**src/rtl/mem_access_wb.sv**
```systemverilog
// Load/store unit: turns one execute-stage memory request at a time into a
// Wishbone B4 pipelined single-beat cycle. It steers store bytes onto the
// lanes, extracts and extends load data, and returns a one-cycle response.
module mem_access_wb #(
  parameter int unsigned TIMEOUT_CYCLES = 64
) (
  input  logic        clk,
  input  logic        rst_n,
  input  logic        req_valid,
  output logic        req_ready,
  input  logic        req_is_store,
  input  logic [2:0]  req_funct3,
  input  logic [31:0] req_addr,
  input  logic [31:0] req_wr_data,
  output logic        rsp_valid,
  output logic [31:0] rsp_data,
  output logic        rsp_misaligned,
  output logic        rsp_bus_err,
  output logic        busy,
  output logic        wb_cyc,
  output logic        wb_stb,
  output logic        wb_wr_en,
  output logic [31:0] wb_addr,
  output logic [31:0] wb_wr_data,
  output logic [3:0]  wb_wr_sel,
  input  logic        wb_ack,
  input  logic        wb_stall,
  input  logic [31:0] wb_rd_data
);

  localparam int unsigned CNT_W = 32;
  localparam bit TMO_EN = (TIMEOUT_CYCLES != 0);
  // Last counter value before the timeout fires; unused when TMO_EN is 0.
  localparam logic [CNT_W-1:0] TMO_LAST = CNT_W'(TIMEOUT_CYCLES - 1);

  typedef enum logic [1:0] {
    S_IDLE = 2'd0,
    S_REQ  = 2'd1,
    S_WAIT = 2'd2,
    S_RESP = 2'd3
  } state_t;

  state_t           state;
  logic             is_store_q;
  logic [2:0]       funct3_q;
  logic [1:0]       lane_q;
  logic [CNT_W-1:0] tmo_cnt;

  logic             req_illegal_c;
  logic [3:0]       st_sel_c;
  logic [31:0]      st_data_c;
  logic [7:0]       ld_byte_c;
  logic [15:0]      ld_half_c;
  logic [31:0]      ld_data_c;
  logic             timeout_hit_c;

  // Ready is gated by reset so nothing is accepted while held in reset.
  assign req_ready = (state == S_IDLE) && rst_n;

  // Alignment and funct3 legality of the incoming request.
  always_comb begin
    req_illegal_c = 1'b0;
    if (req_is_store) begin
      case (req_funct3)
        3'b000:  req_illegal_c = 1'b0;
        3'b001:  req_illegal_c = req_addr[0];
        3'b010:  req_illegal_c = (req_addr[1:0] != 2'b00);
        default: req_illegal_c = 1'b1;
      endcase
    end else begin
      case (req_funct3)
        3'b000, 3'b100: req_illegal_c = 1'b0;
        3'b001, 3'b101: req_illegal_c = req_addr[0];
        3'b010:         req_illegal_c = (req_addr[1:0] != 2'b00);
        default:        req_illegal_c = 1'b1;
      endcase
    end
  end

  // Byte-lane steering of store data; loads read the whole word.
  always_comb begin
    st_sel_c  = 4'b1111;
    st_data_c = 32'h0;
    if (req_is_store) begin
      case (req_funct3)
        3'b000: begin
          st_sel_c  = 4'b0001 << req_addr[1:0];
          st_data_c = {4{req_wr_data[7:0]}};
        end
        3'b001: begin
          st_sel_c  = 4'b0011 << {req_addr[1], 1'b0};
          st_data_c = {2{req_wr_data[15:0]}};
        end
        default: begin
          st_sel_c  = 4'b1111;
          st_data_c = req_wr_data;
        end
      endcase
    end
  end

  // Load extraction and sign/zero extension from the read data bus.
  always_comb begin
    case (lane_q)
      2'd0:    ld_byte_c = wb_rd_data[7:0];
      2'd1:    ld_byte_c = wb_rd_data[15:8];
      2'd2:    ld_byte_c = wb_rd_data[23:16];
      default: ld_byte_c = wb_rd_data[31:24];
    endcase
    ld_half_c = lane_q[1] ? wb_rd_data[31:16] : wb_rd_data[15:0];
    case (funct3_q)
      3'b000:  ld_data_c = {{24{ld_byte_c[7]}}, ld_byte_c};
      3'b100:  ld_data_c = {24'h0, ld_byte_c};
      3'b001:  ld_data_c = {{16{ld_half_c[15]}}, ld_half_c};
      3'b101:  ld_data_c = {16'h0, ld_half_c};
      default: ld_data_c = wb_rd_data;
    endcase
  end

  // Timeout fires on the edge that closes the TIMEOUT_CYCLES-th cycle of wb_cyc.
  assign timeout_hit_c = TMO_EN && (tmo_cnt == TMO_LAST);

  // Request/response state machine with registered bus and response outputs.
  always_ff @(posedge clk) begin
    if (!rst_n) begin
      state          <= S_IDLE;
      is_store_q     <= 1'b0;
      funct3_q       <= 3'b000;
      lane_q         <= 2'b00;
      tmo_cnt        <= '0;
      rsp_valid      <= 1'b0;
      rsp_data       <= 32'h0;
      rsp_misaligned <= 1'b0;
      rsp_bus_err    <= 1'b0;
      busy           <= 1'b0;
      wb_cyc         <= 1'b0;
      wb_stb         <= 1'b0;
      wb_wr_en       <= 1'b0;
      wb_addr        <= 32'h0;
      wb_wr_data     <= 32'h0;
      wb_wr_sel      <= 4'h0;
    end else begin
      case (state)
        S_IDLE: begin
          if (req_valid) begin
            is_store_q <= req_is_store;
            funct3_q   <= req_funct3;
            lane_q     <= req_addr[1:0];
            busy       <= 1'b1;
            if (req_illegal_c) begin
              state          <= S_RESP;
              rsp_valid      <= 1'b1;
              rsp_misaligned <= 1'b1;
              rsp_data       <= 32'h0;
            end else begin
              state      <= S_REQ;
              wb_cyc     <= 1'b1;
              wb_stb     <= 1'b1;
              wb_wr_en   <= req_is_store;
              wb_addr    <= {req_addr[31:2], 2'b00};
              wb_wr_sel  <= st_sel_c;
              wb_wr_data <= st_data_c;
              tmo_cnt    <= '0;
            end
          end
        end

        S_REQ, S_WAIT: begin
          // Ack counts in REQ only on the edge the strobe is accepted.
          if (wb_ack && (state == S_WAIT || !wb_stall)) begin
            state     <= S_RESP;
            wb_cyc    <= 1'b0;
            wb_stb    <= 1'b0;
            rsp_valid <= 1'b1;
            rsp_data  <= is_store_q ? 32'h0 : ld_data_c;
          end else if (timeout_hit_c) begin
            state       <= S_RESP;
            wb_cyc      <= 1'b0;
            wb_stb      <= 1'b0;
            rsp_valid   <= 1'b1;
            rsp_bus_err <= 1'b1;
            rsp_data    <= 32'h0;
          end else begin
            tmo_cnt <= tmo_cnt + CNT_W'(1);
            if (state == S_REQ && !wb_stall) begin
              state  <= S_WAIT;
              wb_stb <= 1'b0;
            end
          end
        end

        default: begin
          state          <= S_IDLE;
          busy           <= 1'b0;
          rsp_valid      <= 1'b0;
          rsp_data       <= 32'h0;
          rsp_misaligned <= 1'b0;
          rsp_bus_err    <= 1'b0;
        end
      endcase
    end
  end

endmodule

```
**config.mk**
```make
export PLATFORM = sky130hd
export DESIGN_NAME = mem_access_wb
export DESIGN_NICKNAME = d
export VERILOG_FILES = /design/src/rtl/mem_access_wb.sv
export SDC_FILE = /design/constraint.sdc
export NUM_CORES = 1
export LEC_CHECK = 0
export CAP_MARGIN = 0
export CORE_ASPECT_RATIO = 1.25
export CORE_UTILIZATION = 51
export DETAILED_ROUTE_END_ITERATION = 12
export MAX_ROUTING_LAYER = met4
export PLACE_DENSITY = 0.91
export SKIP_LAST_GASP = 1
export SYNTH_ARGS = -nofsm -noshare
export SYNTH_HDL_FRONTEND = slang
export SYNTH_SLANG_ARGS = --single-unit
```
**constraint.sdc**
```tcl
create_clock -name clk -period 6.25 [get_ports clk]
set_input_delay 0.625 -clock clk [delete_from_list [all_inputs] [get_ports clk]]
set_output_delay 0.625 -clock clk [all_outputs]
set_load 0.02 [all_outputs]
```
# [After elaboration in Yosys (flattened, before gate mapping)]
# Cells that the tools add are included.
[op_classes] reduce_logical=24 shift=2 n_eq_ne=20 add_sub_neg=1 bitwise_logic=3 muxes=46
[op_table] cell="$mux 32" count=10
[op_table] cell="$pmux 32 s2" count=3
[op_table] cell="$pmux 32 s4" count=1
[op_table] cell="$add 32x1->32 const B" count=1
[op_table] cell="$eq 32x6->1 const B" count=1
[op_table] cell="$pmux 8 s3" count=1
[op_table] cell="$mux 16" count=1
[op_table] cell="$mux 1" count=14
[op_table] cell="$eq 3x3->1 const B" count=4
[op_table] cell="$ne 2x2->1 const B" count=6
[op_table] cell="$pmux 1 s2" count=6
[op_table] cell="$reduce_and 3->1" count=4
[op_table] cell="$mux 2" count=5
[op_table] cell="$pmux 4 s2" count=1
[op_table] cell="$reduce_and 4->1" count=2
[op_table] cell="$eq 3x1->1 const B" count=2
[op_table] cell="$logic_not 3->1" count=2
[op_table] cell="$pmux 1 s3" count=2
[op_table] cell="$reduce_and 2->1" count=3
[op_table] cell="$reduce_or 2->1" count=3
[op_table] cell="$reduce_and 5->1" count=1
[op_table] cell="$eq 2x1->1 const B" count=2
[op_table] cell="$eq 2x2->1 const B" count=2
[op_table] cell="$logic_not 2->1" count=2
[op_table] cell="12 further kinds" count=17
[totals] out_inout_bits=108 inputBits=105 elab_cells=112 ff_bits=145

# [Longest topological paths before layout]
[logic_depth] word_depth=7 depth_mapped=10 mapped_depth_nobuf=8

# [Least setup slack after synthesis]
# No wires, ideal clock.
[synth_path] path_type="input to register" from="in req_funct3[0]" to="reg tmo_cnt[12]" path_stages=8 slack_ns=3.989 setup_time_ns=0.128 t_arrival_ns=2.133 cell_sequence="buf_6 -> a221oi_2 -> o21ai_1 -> a211o_1 -> buf_2 -> nor4_2 -> xnor2_1 -> nor2_1"
[synth_via] elab_chain_cells=6
[synth_lines] element="from (decl)" line="12" text="input logic [2:0] req_funct3,"
[synth_lines] element="$eq 3x1->1, or another cell as far along" line="64, 71"
[synth_lines] element="$reduce_or 2->1" line="71" text="case (req_funct3)"
[synth_lines] element="$pmux 1 s3" line="71"
[synth_lines] element="$mux 1 (*)" line="63" text="if (req_is_store) begin"
[synth_lines] element="$ne 2x2->1 (no source line) (*)"
[synth_lines] element="$reduce_and 5->1 (no source line) (*)"
[synth_lines] element="to (signal assigned)" line="184" text="tmo_cnt <= tmo_cnt + CNT_W'(1);"
[synth_lines] element="to (decl)" line="47" text="logic [CNT_W-1:0] tmo_cnt;"
# Every way passes the cells marked *; elsewhere a longest branch is shown, timed or not.
# A chain may end at the register's enable or synchronous reset.

# [Final worst setup path]
[layout_path] from="in req_funct3[0]" to="reg tmo_cnt[14]"
# The elaborated chain is that of the path after synthesis.

==> run summary <==
Outcome - finished, final reports clean
Vias in the first global route - 6664
Synth Warn # - 0
IO Pins - 213
Synth Flop Type - dfxtp_1
Yosys top cell area share - 0.4265
Half-perimeter wire length after placement - 14.14 mm
Vias per inst - 5.799
Worst EP arrival - 3.82 ns
Top post-synthesis cells by area - dfxtp_1 (43%), nand2_1 (6.7%), a21oi_1 (5.9%)
Area occupied by multi-input gates - 3560 um^2
Largest net degree at the start of global routing - 75
DR vias - 6993
Final Net Count - 1135
Area grow syn2layout - 40.37%
RSZ-0062 raised after global routing - no
Pre-Repair DR Iteration Count - 6
Fin area - 9554 um^2
Die span in y - 131.2 um
HP Class - register to register
Critical Path Fanout Max - 32
Count leader, synth - dfxtp_1
Hold Buf Count CTS - 0
Kind of end point of the critical path - register
Initial core utilization - 0.5303
Post_cts resized - 0
Share of cells above drive strength 1 - 0.07033
Worst-Skew Late Latency - 0.42 ns
Total GRT Usage - 0.3044
Worst slew margin - 0.1757
PD cells - 309.1 nW/um^2
Sequential-to-total area share from yosys stat - 0.4265
Register area - 2903 um^2
Synth top cells by count - dfxtp_1 (145), nand2_1 (122), nor2_1 (87), a21oi_1 (80)
Final Hold Fails - 0
Residual DRC - 0
Fin crit period - 3.468 ns
Ys async rst share - 0
Clock Skews - 0.008942 ns
Crit share post-route - 0.5549
Overall die width - 105.3 um
Wire length per cell - 16.86 um
WP data required - 6.60 ns
H-tree Lvls - 4
CTS tree - built
Final setup vio count - 0
Cells after synthesis - 857
Initial antenna violation count - 0
Max VDD drop - 0.2217 mV
Kind of start point of the critical path - input pin
TritonCTS buffer count - 17
Root buf cell - clkbuf_16
Post-route ant nets - 0
Synthesized area per cell - 7.942 um^2
EDFF count, synth - 0
# diodes - 0
Placer congestion estimate - 0.8477
Drt initial violations - 365
Clk slew on worst S/H paths - 0.06 ns
Crit path kind - input pin to register
Hold Crit Depth - 2
Top cell type by total area after synthesis - dfxtp_1
Core area - 12830 um^2
Total die area - 13820 um^2
Fill cells - 904
Synth Register Bits - 145
# Max-Cap Violations - 0
First-pass GRT wire length - 32.62 mm
FP Rows - 46
Final Slew Violations - 0
Post CTS Setup Buffer Count - 0
Final core utilization - 0.7444
Setup TNS - 0 ns
Worst-case clock buffer depth - 2
Placed inst area - 8902 um^2
R2r worst-path depth - 7
Number of distinct library cells after synthesis - 54
Tightest Pin Transition - 1.236 ns
I/O Buffers - 210
Pwr Total - 2.953 mW
Leak - 3.247 nW
Mapped Area - 6807 um^2
Congestion Overflow GR - 0
Clock Sinks - 145
Fmax - 288.4 MHz
WL final - 20.34 mm
[routing by layer]
metal / track usage / vias up / wire [um]
met5: - / - / 0
met4: 0.1182 / 0 / 631
met3: 0.06994 / 52 / 1613
met2: 0.5135 / 320 / 10170
met1: 0.3478 / 3274 / 7926
li1: - / 3347 / -
[registers in the layout (all words and copies together), names as in the netlist]
register,cells
busy,1
funct3_q,3
is_store_q,1
lane_q,2
rsp_bus_err,1
rsp_data,32
rsp_misaligned,1
rsp_valid,1
state,2
tmo_cnt,32
wb_addr,30
wb_cyc,1
wb_stb,1
wb_wr_data,32
wb_wr_en,1
wb_wr_sel,4
[logic make-up after synthesis]
kind of cell    share of synthesized area
compound gates                     0.1890
mux                               0.04448
simple gates                       0.2401
other cells                     0.0005509
xor+xnor                          0.03732
buf+inv                           0.05294
fa+ha+maj                        0.009191
flops                              0.4265
[cell usage in the layout, fill, tap and decap left out, types with 3 or more instances in the layout]
master             n
nand3_1           60
buf_4              8
mux2_2             4
inv_1             17
o221ai_1           3
o21ai_0           59
clkdlybuf4s50_1  210
a22oi_1           10
bufinv_16          4
mux4_2             3
nand2b_1           3
nor3_1            19
nor2_1            85
o31ai_1            5
clkbuf_16         17
nor4_2            13
and2_1             3
and3_1             7
o211ai_1          10
a31oi_1            8
a211oi_1          10
nand4_1            5
a21oi_1           80
or3_1              3
nor4_1             7
nand2_1          122
dfxtp_1          145
inv_6              3
clkinv_4           3
o22ai_1            5
xnor2_1           29
ha_1               5
and4_1             3
mux2i_1           19
a31o_2             3
o21ai_1           13
[worst max-delay path: stages]
cell             delay [ns]
clkdlybuf4s50_1        0.86
a221oi_2               0.49
o21ai_1                0.13
a211o_1                0.78
or2_1                  0.44
or3_1                  0.35
a21oi_1                0.13
[report_power, final]
| part | total [mW] | internal [mW] | switching (mW) |
|---|---|---|---|
| Sequential | 1.07 | 0.996 | 0.0690 |
| Combinational | 0.776 | 0.298 | 0.478 |
| Clock | 1.11 | 0.698 | 0.414 |
| Total | 2.95 | 1.99 | 0.961 |
[final cells by class]
cell class              instances  share of cell area
clock buffers                  19             0.04741
clock inverters                13             0.02082
inverters                      18            0.007072
multi-input cells             625              0.3726
flip-flops and latches        145              0.3038
well taps                     168             0.02200
repair buffers                218              0.2263
[path summary, 6_finish.rpt]
path	slack, ns	end	from
setup / recovery	2.78	tmo_cnt[14]	req_funct3[0]
hold reg to reg	0.45	wb_addr[27]	wb_addr[27]
setup reg to reg	3.17	rsp_data[30]	state[0]
hold / removal	0.45	wb_addr[27]	wb_addr[27]
[through the flow]
stage / worst slack, ns / hold WS [ns] / std cells
3_5_place_dp: 2.415 / 0.4457 / 1174
3_3_place_gp: 2.447 / 0.4402 / 1174
2_1_floorplan: 3.989 / 0.4457 / 858
6_report: 2.782 / 0.4548 / 1206
5_1_grt: 2.561 / 0.4715 / 1206
4_1_cts: 2.838 / 0.4554 / 1206
Note: power is estimated with default switching activity, not from simulation.
